**config.mk**
```make
export PLATFORM = sky130hd
export DESIGN_NAME = seg7_capture
export DESIGN_NICKNAME = d
export VERILOG_FILES = /design/src/rtl/seg7_capture_pkg.sv /design/src/rtl/seg7_to_bcd.sv /design/src/rtl/seg7_capture.sv
export SDC_FILE = /design/constraint.sdc
export NUM_CORES = 1
export LEC_CHECK = 0
export ABC_AREA = 1
export BUFFER_PORTS_ARGS = -buffer_cell sky130_fd_sc_hd__buf_2
export CAP_MARGIN = 25
export CORE_MARGIN = 10
export CORE_UTILIZATION = 51
export DETAILED_ROUTE_END_ITERATION = 10
export PLACE_DENSITY = 0.71
export RECOVER_POWER = 50
export SKIP_LAST_GASP = 1
export SYNTH_ARGS = -nofsm -noshare
export SYNTH_HDL_FRONTEND = slang
export SYNTH_SLANG_ARGS = --single-unit
```
**constraint.sdc**
```tcl
create_clock -name clock -period 2.4 [get_ports clock]
set_input_delay 0.6 -clock clock [delete_from_list [all_inputs] [get_ports clock]]
set_output_delay 0.6 -clock clock [all_outputs]
set_load 0.05 [all_outputs]
```
**src/rtl/seg7_capture_pkg.sv**
```systemverilog
// Shared constants and types for seg7_capture: segment encodings, bit order,
// pattern/digit typedefs and the settle FSM state encoding.
package seg7_capture_pkg;

  localparam int unsigned NUM_DIGITS = 4;
  localparam int unsigned SEG_W      = 7;
  localparam int unsigned BCD_W      = 4;
  localparam int unsigned PAT_W      = NUM_DIGITS * SEG_W;
  localparam int unsigned CNT_W      = 8;

  // Bit position of each segment inside a 7-bit digit pattern {g,f,e,d,c,b,a}.
  localparam int unsigned SEG_A = 0;
  localparam int unsigned SEG_B = 1;
  localparam int unsigned SEG_C = 2;
  localparam int unsigned SEG_D = 3;
  localparam int unsigned SEG_E = 4;
  localparam int unsigned SEG_F = 5;
  localparam int unsigned SEG_G = 6;

  // Active-low encodings (0 = segment lit).
  localparam logic [SEG_W-1:0] SEG_0     = 7'h40;
  localparam logic [SEG_W-1:0] SEG_1     = 7'h79;
  localparam logic [SEG_W-1:0] SEG_2     = 7'h24;
  localparam logic [SEG_W-1:0] SEG_3     = 7'h30;
  localparam logic [SEG_W-1:0] SEG_4     = 7'h19;
  localparam logic [SEG_W-1:0] SEG_5     = 7'h12;
  localparam logic [SEG_W-1:0] SEG_6     = 7'h02;
  localparam logic [SEG_W-1:0] SEG_7     = 7'h78;
  localparam logic [SEG_W-1:0] SEG_8     = 7'h00;
  localparam logic [SEG_W-1:0] SEG_9     = 7'h18;
  localparam logic [SEG_W-1:0] SEG_BLANK = 7'h7F;

  typedef logic [PAT_W-1:0] pattern_t;
  typedef logic [BCD_W-1:0] bcd_digit_t;

  typedef enum logic {
    ST_IDLE   = 1'b0,
    ST_SETTLE = 1'b1
  } settle_state_e;

endpackage

```
**src/rtl/seg7_to_bcd.sv**
```systemverilog
// Combinational decode of one active-low 7-segment pattern to a BCD digit.
// Illegal patterns (including blank) flag illegal and return digit 0.
module seg7_to_bcd
  import seg7_capture_pkg::*;
(
  input  logic [SEG_W-1:0] pat_i,
  output logic             illegal_o_c,
  output bcd_digit_t       digit_o_c
);

  always_comb begin
    illegal_o_c = 1'b0;
    digit_o_c   = '0;
    case (pat_i)
      SEG_0:   digit_o_c = 4'd0;
      SEG_1:   digit_o_c = 4'd1;
      SEG_2:   digit_o_c = 4'd2;
      SEG_3:   digit_o_c = 4'd3;
      SEG_4:   digit_o_c = 4'd4;
      SEG_5:   digit_o_c = 4'd5;
      SEG_6:   digit_o_c = 4'd6;
      SEG_7:   digit_o_c = 4'd7;
      SEG_8:   digit_o_c = 4'd8;
      SEG_9:   digit_o_c = 4'd9;
      default: illegal_o_c = 1'b1;
    endcase
  end

endmodule

```
**src/rtl/seg7_capture.sv**
```systemverilog
// Samples four active-low 7-segment digits, waits for a stable pattern, decodes
// it to BCD and offers it on valid/ready. Define SEG7_CAPTURE_SYNC_EN to insert a
// two-flop input synchroniser (adds 2 cycles of latency).
module seg7_capture
  import seg7_capture_pkg::*;
#(
  parameter int unsigned STABLE_CYCLES = 4
) (
  input  logic        clock,
  input  logic        reset_n,
  input  logic [3:0]  a,
  input  logic [3:0]  b,
  input  logic [3:0]  c,
  input  logic [3:0]  d,
  input  logic [3:0]  e,
  input  logic [3:0]  f,
  input  logic [3:0]  g,
  input  logic        ready,
  output logic [15:0] bcd,
  output logic        valid,
  output logic [3:0]  digit_err,
  output logic        overrun
);

  localparam logic [CNT_W-1:0] CNT_LAST = CNT_W'(STABLE_CYCLES - 1);

  pattern_t raw_c;
  pattern_t s_c;

  // Gather the per-segment buses into per-digit {g..a} patterns.
  for (genvar i = 0; i < NUM_DIGITS; i++) begin : g_pack
    assign raw_c[i*SEG_W + SEG_A] = a[i];
    assign raw_c[i*SEG_W + SEG_B] = b[i];
    assign raw_c[i*SEG_W + SEG_C] = c[i];
    assign raw_c[i*SEG_W + SEG_D] = d[i];
    assign raw_c[i*SEG_W + SEG_E] = e[i];
    assign raw_c[i*SEG_W + SEG_F] = f[i];
    assign raw_c[i*SEG_W + SEG_G] = g[i];
  end

`ifdef SEG7_CAPTURE_SYNC_EN
  pattern_t sync1_q;
  pattern_t sync2_q;

  always_ff @(posedge clock or negedge reset_n) begin
    if (!reset_n) begin
      sync1_q <= '1;
      sync2_q <= '1;
    end else begin
      sync1_q <= raw_c;
      sync2_q <= sync1_q;
    end
  end

  assign s_c = sync2_q;
`else
  assign s_c = raw_c;
`endif

  settle_state_e          state_q, state_d;
  pattern_t               cand_q, cand_d;
  pattern_t               last_q, last_d;
  logic [CNT_W-1:0]       cnt_q, cnt_d;
  logic [15:0]            bcd_q, bcd_d;
  logic                   valid_q, valid_d;
  logic [NUM_DIGITS-1:0]  err_q, err_d;
  logic                   ovr_q, ovr_d;
  logic                   accept_c;

  logic [NUM_DIGITS-1:0]  illegal_c;
  logic [15:0]            dec_c;

  // Decode the candidate so the result is ready on the accepting edge.
  for (genvar i = 0; i < NUM_DIGITS; i++) begin : g_dec
    seg7_to_bcd u_dec (
      .pat_i       (cand_q[i*SEG_W +: SEG_W]),
      .illegal_o_c (illegal_c[i]),
      .digit_o_c   (dec_c[i*BCD_W +: BCD_W])
    );
  end

  always_ff @(posedge clock or negedge reset_n) begin
    if (!reset_n) begin
      state_q <= ST_IDLE;
      cand_q  <= '1;
      last_q  <= '1;
      cnt_q   <= '0;
      bcd_q   <= '0;
      valid_q <= 1'b0;
      err_q   <= '0;
      ovr_q   <= 1'b0;
    end else begin
      state_q <= state_d;
      cand_q  <= cand_d;
      last_q  <= last_d;
      cnt_q   <= cnt_d;
      bcd_q   <= bcd_d;
      valid_q <= valid_d;
      err_q   <= err_d;
      ovr_q   <= ovr_d;
    end
  end

  always_comb begin
    state_d  = state_q;
    cand_d   = cand_q;
    last_d   = last_q;
    cnt_d    = cnt_q;
    bcd_d    = bcd_q;
    err_d    = err_q;
    ovr_d    = ovr_q;
    accept_c = 1'b0;
    valid_d  = valid_q && !ready;

    // A changed sample restarts the stability count; returning to the last
    // accepted pattern needs no new accept.
    if (s_c != cand_q) begin
      cand_d  = s_c;
      cnt_d   = '0;
      state_d = (s_c != last_q) ? ST_SETTLE : ST_IDLE;
    end else if (state_q == ST_SETTLE) begin
      if (cnt_q < CNT_LAST) begin
        cnt_d = cnt_q + CNT_W'(1);
      end else begin
        accept_c = 1'b1;
        state_d  = ST_IDLE;
      end
    end

    if (accept_c) begin
      last_d = cand_q;
      err_d  = illegal_c;
      if (illegal_c == '0) begin
        if (valid_q && !ready) begin
          ovr_d = 1'b1;
        end
        bcd_d   = dec_c;
        valid_d = 1'b1;
      end
    end
  end

  assign bcd       = bcd_q;
  assign valid     = valid_q;
  assign digit_err = err_q;
  assign overrun   = ovr_q;

endmodule

```
; ---- Word level (Yosys, flattened, before mapping)
; Cells that the tools add are included.
[word_totals]
regBits = 87
input_bits = 31
out_inout_bits = 22
elab_cells = 84
[classes]
addsub = 1
order_cmp = 1
eq_ne = 38
muxes = 20
reduce_logical = 16
[ops]
columns = cell, n
row1 = case mux 4 bit (9 select lines), 4
row2 = == test 7 x 5 -> 1 bit (second input constant), 12
row3 = == test 7 bit (second input constant), 12
row4 = == test 7 x 6 -> 1 bit (second input constant), 8
row5 = inequality test 28 bit, 2
row6 = OR reduction 10 bit, 4
row7 = == test 7 x 2 -> 1 bit (second input constant), 4
row8 = zero test 7 bit, 4
row9 = two-way mux 8 bit, 3
row10 = two-way mux 1 bit, 13
row11 = adder 8 x 1 -> 8 bit (second input constant), 1
row12 = < comparator 8 x 2 -> 1 bit (second input constant), 1
row13 = zero test 4 bit, 1
row14 = AND reduction 2 bit, 2
row15 = nonzero test 2 bit, 2
row16 = AND reduction 3 bit, 1
row17 = logical AND 1 bit, 1
row18 = zero test 1 bit, 1

; ---- Longest topological paths before layout
; Gate-level depths: netlist (run 1).
[logic_depth]
word_depth = 6
depth_mapped = 13
depth_no_buf = 12

; ---- By module
; Synthesis (run 1) repeated with hierarchy kept, for this count alone.
[hier_totals]
cells_unflattened = 724
hier_area_um2 = 5326.4
[by_module_without_submodules]
columns = mod, n_inst, cells_each, area_per_inst_um2, seq_area_each_um2
row1 = seg7_capture, 1, 520, 4405.5, 2247.2
row2 = seg7_to_bcd, 4, 51, 230.2, 0.0

; ---- Worst setup path before layout (run 1)
; OpenSTA, ideal clock, no wires.
[synth_timing]
path_kind = register -> register
startpoint = register cand_q[18]
endpoint = register bcd_q[10], in the netlist bcd[10]
setup_ps = 119
t_arrival_ps = 1717
path_slack_ps = 564
path_stages_with_launch = 14
path_buffers = 2
period_less_slack_ps = 1836
path_cell_list = dfstp_2 -> buf_2 -> nand2_1 -> nor2_1 -> inv_1 -> nor2_1 -> nor2_1 -> nand3_1 -> nand2_2 -> nor2_8 -> nand2_4 -> buf_6 -> nand2_1 -> nand2_1
[synth_via]
elab_chain_cells = 5
word_cells_on_any_way = 17
cone_classes = eq/ne (10) / mux (3) / reduce/logical (4)
[synth_lines]
columns = item, line_no
row1 = "start, declared", seg7_capture.sv:61  ; pattern_t cand_q, cand_d;
row2 = "start signal, assigned", seg7_capture.sv:94  ; cand_q <= cand_d;
row3 = == test 7 bit (tied with other cells), seg7_to_bcd.sv:14  ; case (pat_i)
row4 = OR reduction 10 bit (no source line), -
row5 = two-way mux 1 bit, seg7_to_bcd.sv:14
row6 = zero test 4 bit, seg7_capture.sv:133  ; if (illegal_c == '0) begin
row7 = AND reduction 2 bit (no source line), -
row8 = "end signal, assigned", seg7_capture.sv:88  ; bcd_q <= '0;
row9 = "end signal, assigned", seg7_capture.sv:97  ; bcd_q <= bcd_d;
row10 = "end, declared", seg7_capture.sv:64  ; logic [15:0] bcd_q, bcd_d;
; Parallel ways exist; a longest one is shown, timed or not.
; A chain may end at the register's enable or synchronous reset.

; ---- Worst setup path in the final report (run 1)
[layout_timing]
startpoint = register cand_q[18]
endpoint = register bcd_q[8], in the netlist bcd[8]
; The elaborated chain is that of the path after synthesis.

==> impl_metrics.ini, run 1 <==
[critical_path]
crit_path_end_kind = flip-flop
crit_arrival_ns = 2.32
max_stage_delay_ns = 0.61
slowest_stage = dfstp_2
cp_max_fo = 18
r2r_start = cand_q[18]
cp-startpoint = cand_q[18]
worst_ep_required_time_ns = 2.65
critical_path_class = flip-flop to flip-flop
path_cells = nand2_1 > nor2_1 > inv_1 > nor2_1 > nor2_1 > nand3_1 > nand2_2 > nor2_8 > nand2_4 > nand2_1 > nand2_1
cp-start-kind = flip-flop

[sta]
rsz0062_at_grt = false
period_needed_ns = 2.076
final.setup.tns_ns = 0
hold_violations = 0
tightest_slew_ns = 1.415
setup_viol = 0
relSlewSlack_pct = 5.659
hold_ws_ns = 0.3617
fmax_mhz = 481.7
final.period_utilization_pct = 86.50
setup_slack_ns = 0.3241
skew_ns = 0.01928
slew_violations = 0

[global_route]
grt_pass1_vias = 3940
track_usage_pct = 15.98
grt_pass1_wl_um = 18860
grt_max_degree = 48
antenna_found_initial = 0
grt_overflow = 0

[outcome]
outcome = finished clean

[routing]
drtIter0Drc = 306
ant_nets = 0
wl_per_cell_um = 13.89
wl_um = 10790
via_per_inst = 4.942
drt-pass1-iter-count = 7
vias = 3840
route.detailed.drc = 0

[power_and_ir_drop]
power.density_nw_per_um2 = 549.2
leakage_nw = 2.621
ir_drop_uv = 303.5

[floorplan]
core_sq_um = 9284
initial_core_util_pct = 52.67
fp.dieW_um = 117.9
rows = 35
die_area_sq_um = 13900
boundaryPins = 53
die_h_um = 117.9

[layout]
area_delta_synth_final_pct = 9.596
utilization_pct = 57.72
layout-drive-gt1-share_pct = 25.93
num_antenna_cells = 0
nets = 675
fillerInstances = 869

[synth]
yosysWarnings = 0
synth_flop_cell = dfstp_2
synth-edff-count = 0
netlist.top_cell.by_area = dfstp_2
synth_area_leaders = dfstp_2, dfrtp_1, nand2_1
async_reset_ff_share_pct = 100.0
yosysMostFrequentCell = nand2_1
ys_seq_area_share_pct = 45.96
syn_inst = 614
syn_nets = 646
synth_area_sq_um = 4890
syn-mean-instance-area_sq_um = 7.964
synth_cell_types = 35
ys_top_cells_by_count = nand2_1, nor2_1, dfstp_2
yosysTopAreaCellShare_pct = 30.09
synth-seq-cells = 87

[clock_network]
clk_pin_slew_worst_paths_ns = 0.09
cts_tree = yes
htree_levels = 3
insertion_delay_ns = 0.36
post_cts_buffers = 0
holdBufCountCts = 0
cts-buffers-inserted = 9
cts_buffer_depth = 2
cts.sink_count = 87
cts_resized = 0
root_buffer = clkbuf_8

[job]
cap_violations = 0

[place]
gp_congestion = 0.9173
hpwlAfterDp_um = 8390
preCtsSetupSlack_ns = 0.1836
numPortBuffers = 52

[hold_path]
min-delay-start = d[3]
hp-class = input pin to flip-flop
-- final cells by class --
class / count / area, sq um / area share (%)
clock buffers: 14 / 195.2 / 3.642
clock inverters: 2 / 35.03 / 0.6537
inverters: 63 / 236.5 / 4.413
multi-input cells: 425 / 2200 / 41.05
flip-flops and latches: 87 / 2247 / 41.93
well taps: 129 / 161.4 / 3.012
repair buffers: 57 / 284.0 / 5.300
-- layout by cell type, fill, tap and decap left out, types with 2 or more instances in the layout --
cell / Yosys / layout
a21oi_1: 4 / 4
buf_12: 0 / 2
buf_2: 3 / 23
buf_4: 1 / 2
clkbuf_1: 28 / 31
clkbuf_16: 0 / 2
clkbuf_8: 0 / 10
dfrtp_1: 31 / 31
dfstp_2: 56 / 56
inv_1: 51 / 51
inv_2: 12 / 12
nand2_1: 183 / 183
nand2_2: 3 / 3
nand3_1: 28 / 28
nand3_2: 3 / 3
nand3_4: 2 / 2
nand4_1: 13 / 13
nor2_1: 75 / 75
nor2_2: 4 / 4
nor3_1: 11 / 11
o2111ai_1: 3 / 3
o21ai_0: 7 / 7
o21ai_1: 4 / 4
o21ai_2: 28 / 28
or2_2: 10 / 10
xnor2_1: 23 / 23
xor2_1: 14 / 14
-- per-layer routing --
layer  GRT usage (%)  wire, um  vias to the layer above
met4           4.560       202                        0
li1                -         -                     1953
met1           21.65      5139                     1768
met3           3.741       611                       18
met2           24.76      4835                      101
met5               0         0                        -
-- final timing paths --
path | cells past startpoint | to | slack [ns]
hold reg to reg | 2 | bcd[1] | 0.47
min in group asynchronous | 1 | digit_err[1] | 0.57
max in group asynchronous | 2 | bcd[10] | 0.56
setup / recovery | 11 | bcd[8] | 0.32
hold / removal | 1 | cand_q[24] | 0.36
setup reg to reg | 11 | bcd[8] | 0.32
-- power by group --
group	switching, mW	internal, mW
clock	0.507	0.636
sequential	0.0334	1.51
combinational	0.169	0.0841
total	0.710	2.23
-- state kept, by name, summed over array words and instances, names as in the netlist --
name,count
overrun,1
valid,1
digit_err,4
state_q,1
cand_q,28
cnt_q,8
last_q,28
bcd,16
-- cell families after synthesis --
group           after synthesis  share of synthesized area (%)
simple gates                340                          30.83
buf+inv                     102                          9.058
flops                        87                          45.96
compound gates               47                          7.267
xor+xnor                     37                          6.627
fa+ha+maj                     1                         0.2558
-- metrics by stage --
stage | area, sq um | instances | total power [mW]
global route | 5359 | 777 | 3.091
finish | 5359 | 777 | 2.943
global placement | 5170 | 761 | 1.827
floorplan | 4890 | 614 | 1.723
detailed placement | 5170 | 761 | 1.832
CTS | 5400 | 777 | 2.987
-- worst max-delay path, delay by kind of cell (launching register included) --
family | cells | cell delay (ns)
buffers and inverters | 1 | 0.06
and+or+nand+nor | 10 | 1.30
DFF | 1 | 0.61
Power figures use the tool's default switching activity.
==> inputs of run 2 (changes only) <==
BUFFER_PORTS_ARGS = not set   (was -buffer_cell sky130_fd_sc_hd__buf_2)
DONT_BUFFER_PORTS = 1   (was not set)
PLACE_DENSITY = 0.66   (was 0.71)
SLEW_MARGIN = 20   (was not set)
==> impl_metrics.ini, run 2 (same netlist as run 1, synthesis figures left out) <==
[outcome]
outcome = complete, but fails checks
violations = capacitance limit, slew limit

[sta]
final.setup.tns_ns = 0
tightest_slew_ns = 1.691
setup_viol = 0
slew_violations = 32
final.period_utilization_pct = 89.41
relSlewSlack_pct = -12.76
skew_ns = 0.01827
hold_violations = 0
fmax_mhz = 466.0
rsz0062_at_grt = false
period_needed_ns = 2.146

[layout]
area_delta_synth_final_pct = 4.299
fillerInstances = 847
instances_no_fill = 725
num_antenna_cells = 0
utilization_pct = 54.93
final_cell_mix = nand2_1, nor2_1, dfstp_2, inv_1, dfrtp_1
layout-drive-gt1-share_pct = 24.16
layout_commonest_cell = nand2_1
nets = 623

[global_route]
grt_overflow = 0
grt_pass1_wl_um = 17840
antenna_found_initial = 0
track_usage_pct = 15.49
grt_max_degree = 58
grt_pass1_vias = 3550

[clock_network]
cts_tree = yes
cts.sink_count = 87
cts_buffer_depth = 2
root_buffer = clkbuf_8
htree_levels = 3
clk_pin_slew_worst_paths_ns = 0.09
cts-buffers-inserted = 9
insertion_delay_ns = 0.37
cts_resized = 0

[power_and_ir_drop]
leakage_nw = 2.446
power.density_nw_per_um2 = 552.4
ir_drop_uv = 277.2

[routing]
route.detailed.drc = 0
ant_nets = 0
wl_per_cell_um = 14.32
drtIter0Drc = 190
via_per_inst = 5.040
vias = 3654
wl_um = 10390
drt-pass1-iter-count = 5

[critical_path]
r2r_end = bcd[9]
crit_path_end_kind = flip-flop
crit_top_cell = nand2_1
path_cells = nand2_1 > nor2_1 > nand2_1 > nand2_1 > nor2_1 > nand3_1 > nand2_2 > nor2_8 > nand2_4 > nand2_1 > nand2_1
slowest_stage = dfstp_2
r2r_cells = 11
r2r_start = cand_q[17]
critical_path_class = flip-flop to flip-flop
cp-start-kind = flip-flop
crit_arrival_ns = 2.40
max_stage_delay_ns = 0.57
reg2reg_slack_ns = 0.25
worst_ep_required_time_ns = 2.65
cp_max_fo = 18

[floorplan]
boundaryPins = 53
core_sq_um = 9284
fp.dieW_um = 117.9
initial_core_util_pct = 52.67
die_h_um = 117.9
rows = 35
die_area_sq_um = 13900

[place]
gp_congestion = 0.9230
numPortBuffers = 0
dp.cells = 708
hpwlAfterDp_um = 7987

[job]
cap_violations = 1

[hold_path]
hp-class = input pin to async pin
run 2: final cells by class:
| cell class | count | area [sq um] | area share (%) |
|---|---|---|---|
| Clock inverter | 2 | 36.28 | 0.7115 |
| Clock buffer | 14 | 172.7 | 3.386 |
| Sequential cell | 87 | 2247 | 44.06 |
| Inverter | 63 | 236.5 | 4.637 |
| Tap cell | 129 | 161.4 | 3.165 |
| Multi-Input combinational cell | 425 | 2200 | 43.13 |
| Timing Repair Buffer | 5 | 46.29 | 0.9078 |
run 2: repair_timing:
item | 4_1_cts | 5_1_grt
endpoints found under the hold margin | 31 | 0
hold buffers | 1 | 0
endpoints found under the setup margin | 0 | 0
buffers inserted | 0 | 0
run 2: worst max path at each step:
stage | startpoint | to | slack (ns) | cells after the start
final | cand_q[17] | bcd[9] | 0.25 | 11
after global routing | cand_q[17] | bcd[8] | 0.08 | 11
after CTS | cand_q[17] | bcd[9] | 0.29 | 11
after detailed placement | cand_q[17] | bcd[12] | 0.30 | 11
after global placement | cand_q[17] | bcd[9] | 0.37 | 11
after floorplan | cand_q[18] | bcd[10] | 0.56 | 13
run 2: critical path, delay by kind of cell (launching register included):
| kind | cells | cell delay [ns] |
|---|---|---|
| and+or+nand+nor | 11 | 1.46 |
| DFF | 1 | 0.57 |
run 2: per-stage QoR:
stage / instance area [sq um] / worst slack (ns) / hold slack (ns) / total power [mW]
global route: 5100 / 0.08490 / 0.04999 / 2.949
global placement: 4887 / 0.3693 / 0.3087 / 1.751
floorplan: 4890 / 0.5640 / 0.3044 / 1.723
CTS: 5116 / 0.2903 / 0.06936 / 2.846
finish: 5100 / 0.2542 / 0.07119 / 2.817
detailed placement: 4887 / 0.3043 / 0.3084 / 1.754
run 2: layer usage:
layer  global-route usage [%]  part of all wire [%]  wire length (um)  vias up
li1                         -                     -                 -     1851
met5                        0                     0                 0        -
met3                    5.420                   9.8              1014       12
met4                    4.482                   1.3               135        0
met1                    20.68                    45              4667     1679
met2                    23.04                    44              4567      112
run 2: where the power goes:
group	switching, mW	internal [mW]
combinational	0.122	0.0715
clock	0.507	0.569
sequential	0.0333	1.51
total	0.663	2.15
